`config.mk`:
```
export PLATFORM = sky130hd
export DESIGN_NAME = game_sequencer_flat
export DESIGN_NICKNAME = d
export VERILOG_FILES = /design/src/rtl/game_pkg.sv /design/src/rtl/game_sequencer_if.sv /design/src/rtl/rise_detect.sv /design/src/rtl/game_sequencer.sv /design/src/flat_wrapper.sv
export SDC_FILE = /design/constraint.sdc
export NUM_CORES = 1
export LEC_CHECK = 0
export BUFFER_PORTS_ARGS = -buffer_cell sky130_fd_sc_hd__buf_2
export CAP_MARGIN = 40
export CORE_UTILIZATION = 50
export DETAILED_ROUTE_END_ITERATION = 10
export PLACE_DENSITY = 0.68
export SLEW_MARGIN = 30
export SYNTH_ARGS = -nofsm -noshare
export SYNTH_HDL_FRONTEND = slang
export SYNTH_SLANG_ARGS = --single-unit
```
`constraint.sdc`:
```
create_clock -name clk -period 6.65 [get_ports clk]
set_input_delay 1.33 -clock clk [delete_from_list [all_inputs] [get_ports clk]]
set_output_delay 1.33 -clock clk [all_outputs]
set_load 0.1 [all_outputs]
```
`src/rtl/game_pkg.sv`:
```
// Shared types and constants for the game-flow sequencer.
package game_pkg;

   typedef enum logic [2:0] {
      ST_IDLE      = 3'd0,
      ST_COUNTDOWN = 3'd1,
      ST_PLAY      = 3'd2,
      ST_OVER      = 3'd3,
      ST_RESPAWN   = 3'd4
   } game_state_e;

   localparam int                 SCORE_W    = 16;
   localparam logic [SCORE_W-1:0] SCORE_MAX  = 16'hFFFF;
   localparam logic [1:0]         LIVES_INIT = 2'd3;

   function automatic logic [SCORE_W-1:0] score_inc(input logic [SCORE_W-1:0] s);
      return (s == SCORE_MAX) ? s : s + 16'd1;
   endfunction

endpackage

```
`src/rtl/game_sequencer_if.sv`:
```
// Board/datapath-side signal bundle of the game sequencer.
interface game_sequencer_if;
   import game_pkg::*;

   logic               frame_tick;
   logic               btn_start;
   logic               btn_left;
   logic               btn_right;
   logic               fail;
   logic               ball_rst;
   logic               move_left;
   logic               move_right;
   logic               run;
   logic [2:0]         state;
   logic [2:0]         countdown;
   logic [SCORE_W-1:0] score;
   logic [SCORE_W-1:0] best;
   logic [1:0]         lives;

   modport master (
      output frame_tick, btn_start, btn_left, btn_right, fail,
      input  ball_rst, move_left, move_right, run, state, countdown, score, best, lives
   );

   modport slave (
      input  frame_tick, btn_start, btn_left, btn_right, fail,
      output ball_rst, move_left, move_right, run, state, countdown, score, best, lives
   );
endinterface

```
`src/rtl/rise_detect.sv`:
```
// Rising-edge detector: one-cycle pulse when sig_i goes 0 -> 1.
module rise_detect (
   input  logic clk,
   input  logic rst,
   input  logic sig_i,
   output logic pulse_o
);
   logic sig_q;

   always_ff @(posedge clk) begin
      if (!rst) sig_q <= 1'b0;
      else      sig_q <= sig_i;
   end

   assign pulse_o = sig_i & ~sig_q;
endmodule

```
`src/rtl/game_sequencer.sv`:
```
// Game-flow controller: idle/countdown/play/over sequencing, fail debounce, scoring.
// Optional macro GAME_LIVES_EN adds a lives counter and the RESPAWN state.
//
//  state        | meaning
//  -------------+-----------------------------------------------------------
//  ST_IDLE      | after reset, ball held in reset, waiting for start edge
//  ST_COUNTDOWN | showing countdown steps, ball held in reset
//  ST_PLAY      | run active, score counting, fail debounced
//  ST_OVER      | run ended, start locked out until hold timer expires
//  ST_RESPAWN   | life lost, next frame restarts the countdown (lives only)
module game_sequencer
   import game_pkg::*;
#(
   parameter int FRAMES_PER_STEP  = 60,
   parameter int COUNT_STEPS      = 3,
   parameter int FAIL_FRAMES      = 2,
   parameter int OVER_HOLD_FRAMES = 120
) (
   input logic             clk,
   input logic             rst,
   game_sequencer_if.slave gif
);
   localparam int FW = (FRAMES_PER_STEP > 1) ? $clog2(FRAMES_PER_STEP) : 1;
   localparam int HW = (OVER_HOLD_FRAMES > 0) ? $clog2(OVER_HOLD_FRAMES + 1) : 1;
   localparam logic [FW-1:0] FRAME_RELOAD = FW'(FRAMES_PER_STEP - 1);
   localparam logic [HW-1:0] HOLD_LOAD    = HW'(OVER_HOLD_FRAMES);
   localparam logic [2:0]    STEP_LOAD    = 3'(COUNT_STEPS);
   localparam logic [3:0]    FAIL_LAST    = 4'(FAIL_FRAMES - 1);

   game_state_e        state_q, state_d;
   logic [2:0]         step_q, step_d;
   logic [FW-1:0]      frame_q, frame_d;
   logic [3:0]         fail_q, fail_d;
   logic [HW-1:0]      hold_q, hold_d;
   logic [SCORE_W-1:0] score_q, score_d;
   logic [SCORE_W-1:0] best_q, best_d;
   logic [1:0]         lives_q, lives_d;
   logic               ball_rst_q, ball_rst_d;
   logic               run_q, run_d;
   logic               move_left_q, move_left_d;
   logic               move_right_q, move_right_d;
   logic [2:0]         countdown_q, countdown_d;

   logic start_edge;
   logic new_game;
   logic load_steps;
   logic end_run;
   logic go_over;

   rise_detect u_start_rise (
      .clk     (clk),
      .rst     (rst),
      .sig_i   (gif.btn_start),
      .pulse_o (start_edge)
   );

   always_comb begin
      state_d    = state_q;
      step_d     = step_q;
      frame_d    = frame_q;
      fail_d     = fail_q;
      hold_d     = hold_q;
      score_d    = score_q;
      best_d     = best_q;
`ifdef GAME_LIVES_EN
      lives_d    = lives_q;
`else
      lives_d    = 2'd1;
`endif
      new_game   = 1'b0;
      load_steps = 1'b0;
      end_run    = 1'b0;
      go_over    = 1'b0;

      case (state_q)
         ST_IDLE: begin
            if (start_edge) new_game = 1'b1;
         end
         ST_COUNTDOWN: begin
            if (gif.frame_tick) begin
               if (frame_q == '0) begin
                  frame_d = FRAME_RELOAD;
                  step_d  = step_q - 3'd1;
                  if (step_q == 3'd1) state_d = ST_PLAY;
               end else begin
                  frame_d = frame_q - 1'b1;
               end
            end
         end
         ST_PLAY: begin
            if (gif.frame_tick) begin
               score_d = score_inc(score_q);
               if (gif.fail) begin
                  if (fail_q == FAIL_LAST) end_run = 1'b1;
                  else                     fail_d  = fail_q + 4'd1;
               end else begin
                  fail_d = '0;
               end
            end
         end
         ST_OVER: begin
            if (hold_q != '0) begin
               if (gif.frame_tick) hold_d = hold_q - 1'b1;
            end else if (start_edge) begin
               new_game = 1'b1;
            end
         end
`ifdef GAME_LIVES_EN
         ST_RESPAWN: begin
            if (gif.frame_tick) begin
               state_d    = ST_COUNTDOWN;
               load_steps = 1'b1;
            end
         end
`endif
         default: state_d = ST_IDLE;
      endcase

      if (new_game) begin
         state_d    = ST_COUNTDOWN;
         score_d    = '0;
         load_steps = 1'b1;
`ifdef GAME_LIVES_EN
         lives_d    = LIVES_INIT;
`endif
      end

      if (load_steps) begin
         step_d  = STEP_LOAD;
         frame_d = FRAME_RELOAD;
      end

      if (end_run) begin
`ifdef GAME_LIVES_EN
         if (lives_q > 2'd1) begin
            lives_d = lives_q - 2'd1;
            state_d = ST_RESPAWN;
         end else begin
            lives_d = 2'd0;
            go_over = 1'b1;
         end
`else
         go_over = 1'b1;
`endif
      end

      // best compares against the score including the final failing frame
      if (go_over) begin
         state_d = ST_OVER;
         best_d  = (score_d > best_q) ? score_d : best_q;
         hold_d  = HOLD_LOAD;
      end

      if (state_d != state_q) fail_d = '0;

      ball_rst_d   = !((state_d == ST_PLAY) || (state_d == ST_OVER));
      run_d        = (state_d == ST_PLAY);
      move_left_d  = (state_d == ST_PLAY) && gif.btn_left;
      move_right_d = (state_d == ST_PLAY) && gif.btn_right;
      countdown_d  = (state_d == ST_COUNTDOWN) ? step_d : 3'd0;
   end

   always_ff @(posedge clk) begin
      if (!rst) begin
         state_q      <= ST_IDLE;
         step_q       <= '0;
         frame_q      <= '0;
         fail_q       <= '0;
         hold_q       <= '0;
         score_q      <= '0;
         best_q       <= '0;
         lives_q      <= '0;
         ball_rst_q   <= 1'b1;
         run_q        <= 1'b0;
         move_left_q  <= 1'b0;
         move_right_q <= 1'b0;
         countdown_q  <= '0;
      end else begin
         state_q      <= state_d;
         step_q       <= step_d;
         frame_q      <= frame_d;
         fail_q       <= fail_d;
         hold_q       <= hold_d;
         score_q      <= score_d;
         best_q       <= best_d;
         lives_q      <= lives_d;
         ball_rst_q   <= ball_rst_d;
         run_q        <= run_d;
         move_left_q  <= move_left_d;
         move_right_q <= move_right_d;
         countdown_q  <= countdown_d;
      end
   end

   assign gif.state      = state_q;
   assign gif.ball_rst   = ball_rst_q;
   assign gif.run        = run_q;
   assign gif.move_left  = move_left_q;
   assign gif.move_right = move_right_q;
   assign gif.countdown  = countdown_q;
   assign gif.score      = score_q;
   assign gif.best       = best_q;
   assign gif.lives      = lives_q;
endmodule

```
`src/flat_wrapper.sv`:
```
// flat-port wrapper written by rule: the top's interface ports become plain ports
module game_sequencer_flat import game_pkg::*;
#(
   parameter int FRAMES_PER_STEP  = 60,
   parameter int COUNT_STEPS      = 3,
   parameter int FAIL_FRAMES      = 2,
   parameter int OVER_HOLD_FRAMES = 120
)
  (clk, rst, gif_frame_tick, gif_btn_start, gif_btn_left, gif_btn_right, gif_fail, gif_ball_rst, gif_move_left, gif_move_right, gif_run, gif_state, gif_countdown, gif_score, gif_best, gif_lives);
  game_sequencer_if gif_i ();
  input logic clk;
  input logic rst;
  input wire logic [$bits(gif_i.frame_tick)-1:0] gif_frame_tick;
  input wire logic [$bits(gif_i.btn_start)-1:0] gif_btn_start;
  input wire logic [$bits(gif_i.btn_left)-1:0] gif_btn_left;
  input wire logic [$bits(gif_i.btn_right)-1:0] gif_btn_right;
  input wire logic [$bits(gif_i.fail)-1:0] gif_fail;
  output wire logic [$bits(gif_i.ball_rst)-1:0] gif_ball_rst;
  output wire logic [$bits(gif_i.move_left)-1:0] gif_move_left;
  output wire logic [$bits(gif_i.move_right)-1:0] gif_move_right;
  output wire logic [$bits(gif_i.run)-1:0] gif_run;
  output wire logic [$bits(gif_i.state)-1:0] gif_state;
  output wire logic [$bits(gif_i.countdown)-1:0] gif_countdown;
  output wire logic [$bits(gif_i.score)-1:0] gif_score;
  output wire logic [$bits(gif_i.best)-1:0] gif_best;
  output wire logic [$bits(gif_i.lives)-1:0] gif_lives;
  assign gif_i.frame_tick = gif_frame_tick;
  assign gif_i.btn_start = gif_btn_start;
  assign gif_i.btn_left = gif_btn_left;
  assign gif_i.btn_right = gif_btn_right;
  assign gif_i.fail = gif_fail;
  assign gif_ball_rst = gif_i.ball_rst;
  assign gif_move_left = gif_i.move_left;
  assign gif_move_right = gif_i.move_right;
  assign gif_run = gif_i.run;
  assign gif_state = gif_i.state;
  assign gif_countdown = gif_i.countdown;
  assign gif_score = gif_i.score;
  assign gif_best = gif_i.best;
  assign gif_lives = gif_i.lives;
  game_sequencer #(.FRAMES_PER_STEP(FRAMES_PER_STEP), .COUNT_STEPS(COUNT_STEPS), .FAIL_FRAMES(FAIL_FRAMES), .OVER_HOLD_FRAMES(OVER_HOLD_FRAMES)) u_core (.clk(clk), .rst(rst), .gif(gif_i));
endmodule
```
==> results of run 1 <==
[area by class of cell]
cell class	count	share of cell area, %
Clock inverter	7	1.79
Sequential cell	64	31.7
Clock buffer	9	3.06
Tap cell	96	2.97
Inverter	38	3.53
Timing Repair Buffer	53	6.90
Multi-Input combinational cell	303	50.1
[flip-flops by register name (all words and copies together) (netlist names)]
signal and flops:
u_core.gif.best 16, u_core.gif.score 16, u_core.hold_q 7, u_core.frame_q 6, u_core.fail_q 4, u_core.gif.countdown 3
u_core.gif.state 3, u_core.step_q 3, u_core.gif.ball_rst 1, u_core.gif.lives 1, u_core.gif.move_left 1, u_core.gif.move_right 1
u_core.gif.run 1, u_core.u_start_rise.sig_q 1
[worst max-delay path: stages]
cell and delay [ns]:
buf_2 0.16, nand4bb_1 0.35, or2_1 0.45, or3_1 0.39
and3_1 0.19, nor2_1 0.11, ha_1 0.15, nand4_1 0.17
a2111oi_0 0.72, o31a_1 0.44, mux2_2 0.38
[power breakdown]
group | switching, W | internal [W]
logic | 0.0000382 | 0.0000147
registers | 0.00000532 | 0.000388
clock network | 0.000162 | 0.000173
total | 0.000206 | 0.000576
[path summary, 6_finish.rpt]
| check | depth (start not counted) | end |
|---|---|---|
| setup / recovery | 11 | u_core.gif.best[1]$_SDFFE_PN0P_ |
| hold / removal | 2 | u_core.gif.best[15]$_SDFFE_PN0P_ |
| setup reg to reg | 10 | u_core.gif.best[1]$_SDFFE_PN0P_ |
| hold reg to reg | 2 | u_core.gif.best[15]$_SDFFE_PN0P_ |
[cell families after synthesis]
group / Yosys count / synth area share (%)
AND/OR/NAND/NOR: 168 / 25.2
multiplexers: 21 / 6.28
XOR/XNOR: 10 / 2.48
adder cells (fa/ha/maj): 24 / 8.52
other: 1 / 0.106
AO/OA/AOI/OAI: 78 / 14.6
flip-flops: 64 / 36.4
buffers and inverters: 54 / 6.46
[synthesized netlist by cell type, drive strengths merged, types with 3 or more instances]
| master | instances |
|---|---|
| a211oi | 3 |
| buf | 10 |
| a31oi | 5 |
| a31o | 3 |
| clkbuf | 6 |
| nand2 | 35 |
| or4 | 3 |
| mux2i | 15 |
| nor4 | 8 |
| nand2b | 3 |
| nand3b | 3 |
| mux2 | 6 |
| nor2b | 4 |
| or2 | 4 |
| o21a | 3 |
| inv | 37 |
| and3 | 5 |
| nor4bb | 3 |
| nor2 | 46 |
| nor3 | 11 |
| a21oi | 26 |
| o31a | 7 |
| or3 | 6 |
| and2 | 5 |
| ha | 24 |
| nand3 | 13 |
| xor2 | 6 |
| nand4 | 10 |
| dfxtp | 64 |
| xnor2 | 4 |
| o21ai | 19 |
[per-stage QoR]
| stage | utilization (%) | cell area (µm²) | std cells | total power [W] |
|---|---|---|---|---|
| after floorplan | - | 3530 | 421 | 0.000442 |
| after global placement | 56.4 | 3830 | 552 | 0.000452 |
| after detailed placement | 56.6 | 3850 | 554 | 0.000455 |
| after CTS | 59.5 | 4040 | 570 | 0.000785 |
| after global routing | 59.5 | 4040 | 570 | 0.000811 |
| final | 59.5 | 4040 | 570 | 0.000781 |
[per-layer routing]
metal / up-vias / wire length [µm] / part of all wire (%) / track usage, %
met3: 11 / 452 / 5.3 / 4.04
met4: 0 / 116 / 1.4 / 8.33
met1: 1479 / 4260 / 50 / 35.4
li1: 1572 / - / - / -
met5: - / 0 / 0 / 0
met2: 102 / 3690 / 43 / 34.5
==> summary.txt, run 1 <==
Total Neg Setup Slack - 0 ns
Pleak - 1.75 nW
Clock Skews - 0.0104 ns
largest net degree at the start of global routing - 21
Crit Path Class - in2reg
leading cell types in the layout, fill and taps excluded - dfxtp_1 (64), buf_2 (49), nor2_1 (45)
Max rail drop VDD - 0.122 mV
dominant cells by area after synthesis - dfxtp_1 (36%), ha_1 (8.5%), nor2_1 (4.8%)
Worst-Margin Slew - 0.827 ns
hold wc startpoint - u_core.gif.best[15]$_SDFFE_PN0P_
Filler cells - 645
top cell type's share of synthesized area - 36.4%
Yosys Warn Count - 0
initial antenna violation count - 0
Worst slew margin - 44.3%
Congestion Overflow GR - 0
Site Rows - 30
syn_area_per_cell - 8.39 µm²
number of top-level pins - 51
Pwr Density - 193 mW/mm²
Longest Clk Path Bufs - 2
min cycle time layout - 4.59 ns
Multi-input gate area - 0.00202 mm²
Setup Fix Bufs, Post-CTS - 0
first-pass GRT wire length - 13.7 mm
PortBufs - 49
sequential cell area - 0.00128 mm²
Initial Util - 51.9%
Die X-Extent - 86.0 µm
worst-path maximum fanout - 9
largest area contributor in the netlist - dfxtp_1
Setup WS post-layout - 2.06 ns
mapped cell area - 0.00352 mm²
Clock Sinks - 64
final max-slew violation count - 0
n_diodes - 0
crit start category - input port
core region area - 0.00679 mm²
CTS root buffer - clkbuf_8
DPL Wire Length - 6.22 mm
unrepaired setup endpoints after global routing - false
# DRC - 0
Placement Setup Slack - 1.79 ns
drt initial violations - 193
R2R Path Start - u_core.gif.score[8]$_SDFF_PN0_
nets@finish - 500
H-tree levels - 3
DR WL/cell - 14.9 µm
Layout area overhead - 14.7%
leading cell type in the layout, fill and taps excluded - dfxtp_1
Post-synth EDFFs - 0
endpoints failing setup - 0
Worst Hold Class - reg2reg
most common flop cell mapped by yosys - dfxtp_1
fraction of layout cells with a size suffix above 1 - 19.2%
status - finished clean
WHS - 0.481 ns
crit path launch - gif_frame_tick
fmax - 0.218 GHz
clk_lat worst skew - 0.34 ns
GRT Resource Usage Total - 23.8%
# hold bufs at CTS - 0
synthesis-stage register bit count - 64
post-cts resize count - 0
router iterations before antenna repair - 5
crit path capture type - register
via count of the first global-routing pass - 2,813
Async S/R FF share, synth - 0%
WP data required - 6.89 ns
ANT nets after route - 0
via/cell ratio - 5.55
Die Span Y - 86.0 µm
die area - 0.00739 mm²
R2R setup slack - 2.35 ns
via count - 3,164
hold violation count in the final report - 0
Synth Instances - 420
sequential area share after synthesis - 36.4%
Period Utilization, post-route - 69.0%
gpl congestion - 0.902
Post-Route WL - 8.52 mm
clock-pin slew on the worst setup and hold paths - 0.08 ns
Max-Cap Viols - 0
CTS tree - yes
post-synth cell types - 61
CTS Buf Count - 9
Arr. time, crit path - 4.83 ns
No activity file was read; power rests on OpenSTA's default activity.
==> run 2: changes to the inputs <==
Clock period 6.65 ns to 4.7 ns, I/O delays scaled along.
==> summary.txt, run 2 (synthesis results as in run 1) <==
die area - 0.00739 mm² (unchanged)
hold violation count in the final report - 0 (unchanged)
Worst slew margin - 47.2% (+2.8 points)
GRT Resource Usage Total - 23.5% (-0.38 points)
Site Rows - 30 (unchanged)
largest net degree at the start of global routing - 21 (unchanged)
fmax - 0.238 GHz
WP data required - 4.96 ns (-1.93 ns)
Layout area overhead - 15.8%
nets@finish - 500 (unchanged)
# DRC - 0 (unchanged)
Worst Hold Class - reg2reg
Die Span Y - 86.0 µm (unchanged)
clock power share - 46.5% (+3.6 points)
Internal - 0.000913 W (+59%)
Pwr Density - 289 mW/mm² (+49%)
final max-slew violation count - 0 (unchanged)
DPL Wire Length - 6.03 mm (-3.0%)
Arr. time, crit path - 4.47 ns (-0.36 ns)
Period Utilization, post-route - 89.4%
worst-path maximum fanout - 11 (+2)
n_diodes - 0 (unchanged)
via/cell ratio - 5.44 (-2.0%)
CTS Buf Count - 9 (unchanged)
Die X-Extent - 86.0 µm (unchanged)
H-tree levels - 3 (unchanged)
post-cts resize count - 0 (unchanged)
crit path max-delay cell type - nor4_1
# hold bufs at CTS - 0 (unchanged)
Worst-Margin Slew - 0.773 ns (-0.0548 ns)
Final Instance Area - 0.00408 mm² (+0.96%)
placed instance area - 0.00384 mm² (about the same)
initial antenna violation count - 0 (unchanged)
router iterations before antenna repair - 5 (unchanged)
clk_lat worst skew - 0.34 ns (about the same)
Switching Fraction - 22.6% (-3.7 points)
WHS - 0.477 ns (-0.00427 ns)
Setup Fix Bufs, Post-CTS - 0 (unchanged)
PortBufs - 49 (unchanged)
Flop pwr share - 47.3% (-3.1 points)
min cycle time layout - 4.20 ns
via count of the first global-routing pass - 2,788 (-0.89%)
crit path capture type - register
Crit Path Class - reg2reg
first-pass GRT wire length - 13.6 mm (-1.3%)
Pleak - 1.78 nW (+1.3%)
unrepaired setup endpoints after global routing - false
via count - 3,100 (-2.0%)
Max rail drop VDD - 0.187 mV (+54%)
Post-Route WL - 8.31 mm (-2.5%)
leading cell types in the layout, fill and taps excluded - dfxtp_1 (64), buf_2 (49), nor2_1 (45)
worst path cell trace - nand4_1 > nor4_1 > nand2_1 > and3_1 > nor2_1 > ha_1 > nand4_1 > nor2_1 > a221o_1 > o31ai_2 > buf_4 > mux2i_1
leading cell type in the layout, fill and taps excluded - dfxtp_1
CTS tree - yes
crit start category - register
Largest stage delay, worst path - 0.81 ns (+0.09 ns)
CTS root buffer - clkbuf_8
Clock Skews - 0.00896 ns (-0.00143 ns)
endpoints failing setup - 0 (unchanged)
Max-Cap Viols - 0 (unchanged)
clock-pin slew on the worst setup and hold paths - 0.06 ns (-0.02 ns)
ANT nets after route - 0 (unchanged)
DR WL/cell - 14.6 µm (-2.5%)
sw power - 0.000266 W (+29%)
Longest Clk Path Bufs - 2 (unchanged)
fraction of layout cells with a size suffix above 1 - 19.2% (unchanged)
status - finished clean
core region area - 0.00679 mm² (unchanged)
drt initial violations - 173 (-10%)
Total Neg Setup Slack - 0 ns (unchanged)
number of top-level pins - 51 (unchanged)
power share of the combinational group - 6.2% (-0.6 points)
gpl congestion - 0.849 (-5.9%)
Clock Sinks - 64 (unchanged)
Congestion Overflow GR - 0 (unchanged)
Initial Util - 51.9% (unchanged)
-- run 2: worst paths after layout --
check	startpoint	end	slack (ns)	cells after the start
setup / recovery	u_core.gif.score[8]$_SDFF_PN0_	u_core.gif.best[10]$_SDFFE_PN0P_	0.50	12
hold / removal	u_core.gif.best[13]$_SDFFE_PN0P_	u_core.gif.best[13]$_SDFFE_PN0P_	0.48	2
setup reg to reg	u_core.gif.score[8]$_SDFF_PN0_	u_core.gif.best[10]$_SDFFE_PN0P_	0.50	12
hold reg to reg	u_core.gif.best[13]$_SDFFE_PN0P_	u_core.gif.best[13]$_SDFFE_PN0P_	0.48	2
-- run 2: metrics by stage --
| step | total power [W] | worst slack (ns) | utilization, % | cells |
|---|---|---|---|---|
| 5_1_grt | 0.00122 | 0.210 | 60.1 | 570 |
| 2_1_floorplan | 0.000625 | 0.527 | - | 421 |
| 3_3_place_gp | 0.000640 | 0.493 | 56.6 | 554 |
| 6_report | 0.00118 | 0.496 | 60.1 | 570 |
| 3_5_place_dp | 0.000641 | 0.393 | 56.6 | 554 |
| 4_1_cts | 0.00118 | 0.609 | 60.0 | 570 |
-- run 2: critical path, delay by kind of cell, from the launching register on --
kind                       cells  cell delay, ns
and+or+nand+nor                7            2.06
AOI/OAI and AO/OA              2            0.87
DFF                            1            0.45
buffers and inverters          1            0.28
adders and majority gates      1            0.25
muxes                          1            0.22
-- run 2: power groups by stage --
stage / logic (W) / clock network (W) / registers (W)
final: 0.0000725 / 0.000549 / 0.000557
after global routing: 0.0000789 / 0.000584 / 0.000558
after CTS: 0.0000723 / 0.000555 / 0.000557
after detailed placement: 0.0000719 / 0 / 0.000569
after global placement: 0.0000711 / 0 / 0.000569
after floorplan: 0.0000441 / 0 / 0.000581
-- run 2: layout make-up --
cell class,count,area [µm²]
timing repair buffer,53,275
sequential,64,1280
fill,618,2710
multi-input combinational,303,2030
clock inverter,2,60.1
inverter,38,143
tap,96,120
clock buffer,14,173
-- run 2: per-layer routing --
layer	track usage (%)	vias up	wire length, µm
met3	5.29	14	500
li1	-	1578	-
met1	33.4	1406	4190
met4	7.42	0	121
met2	35.1	102	3500
met5	0	-	0
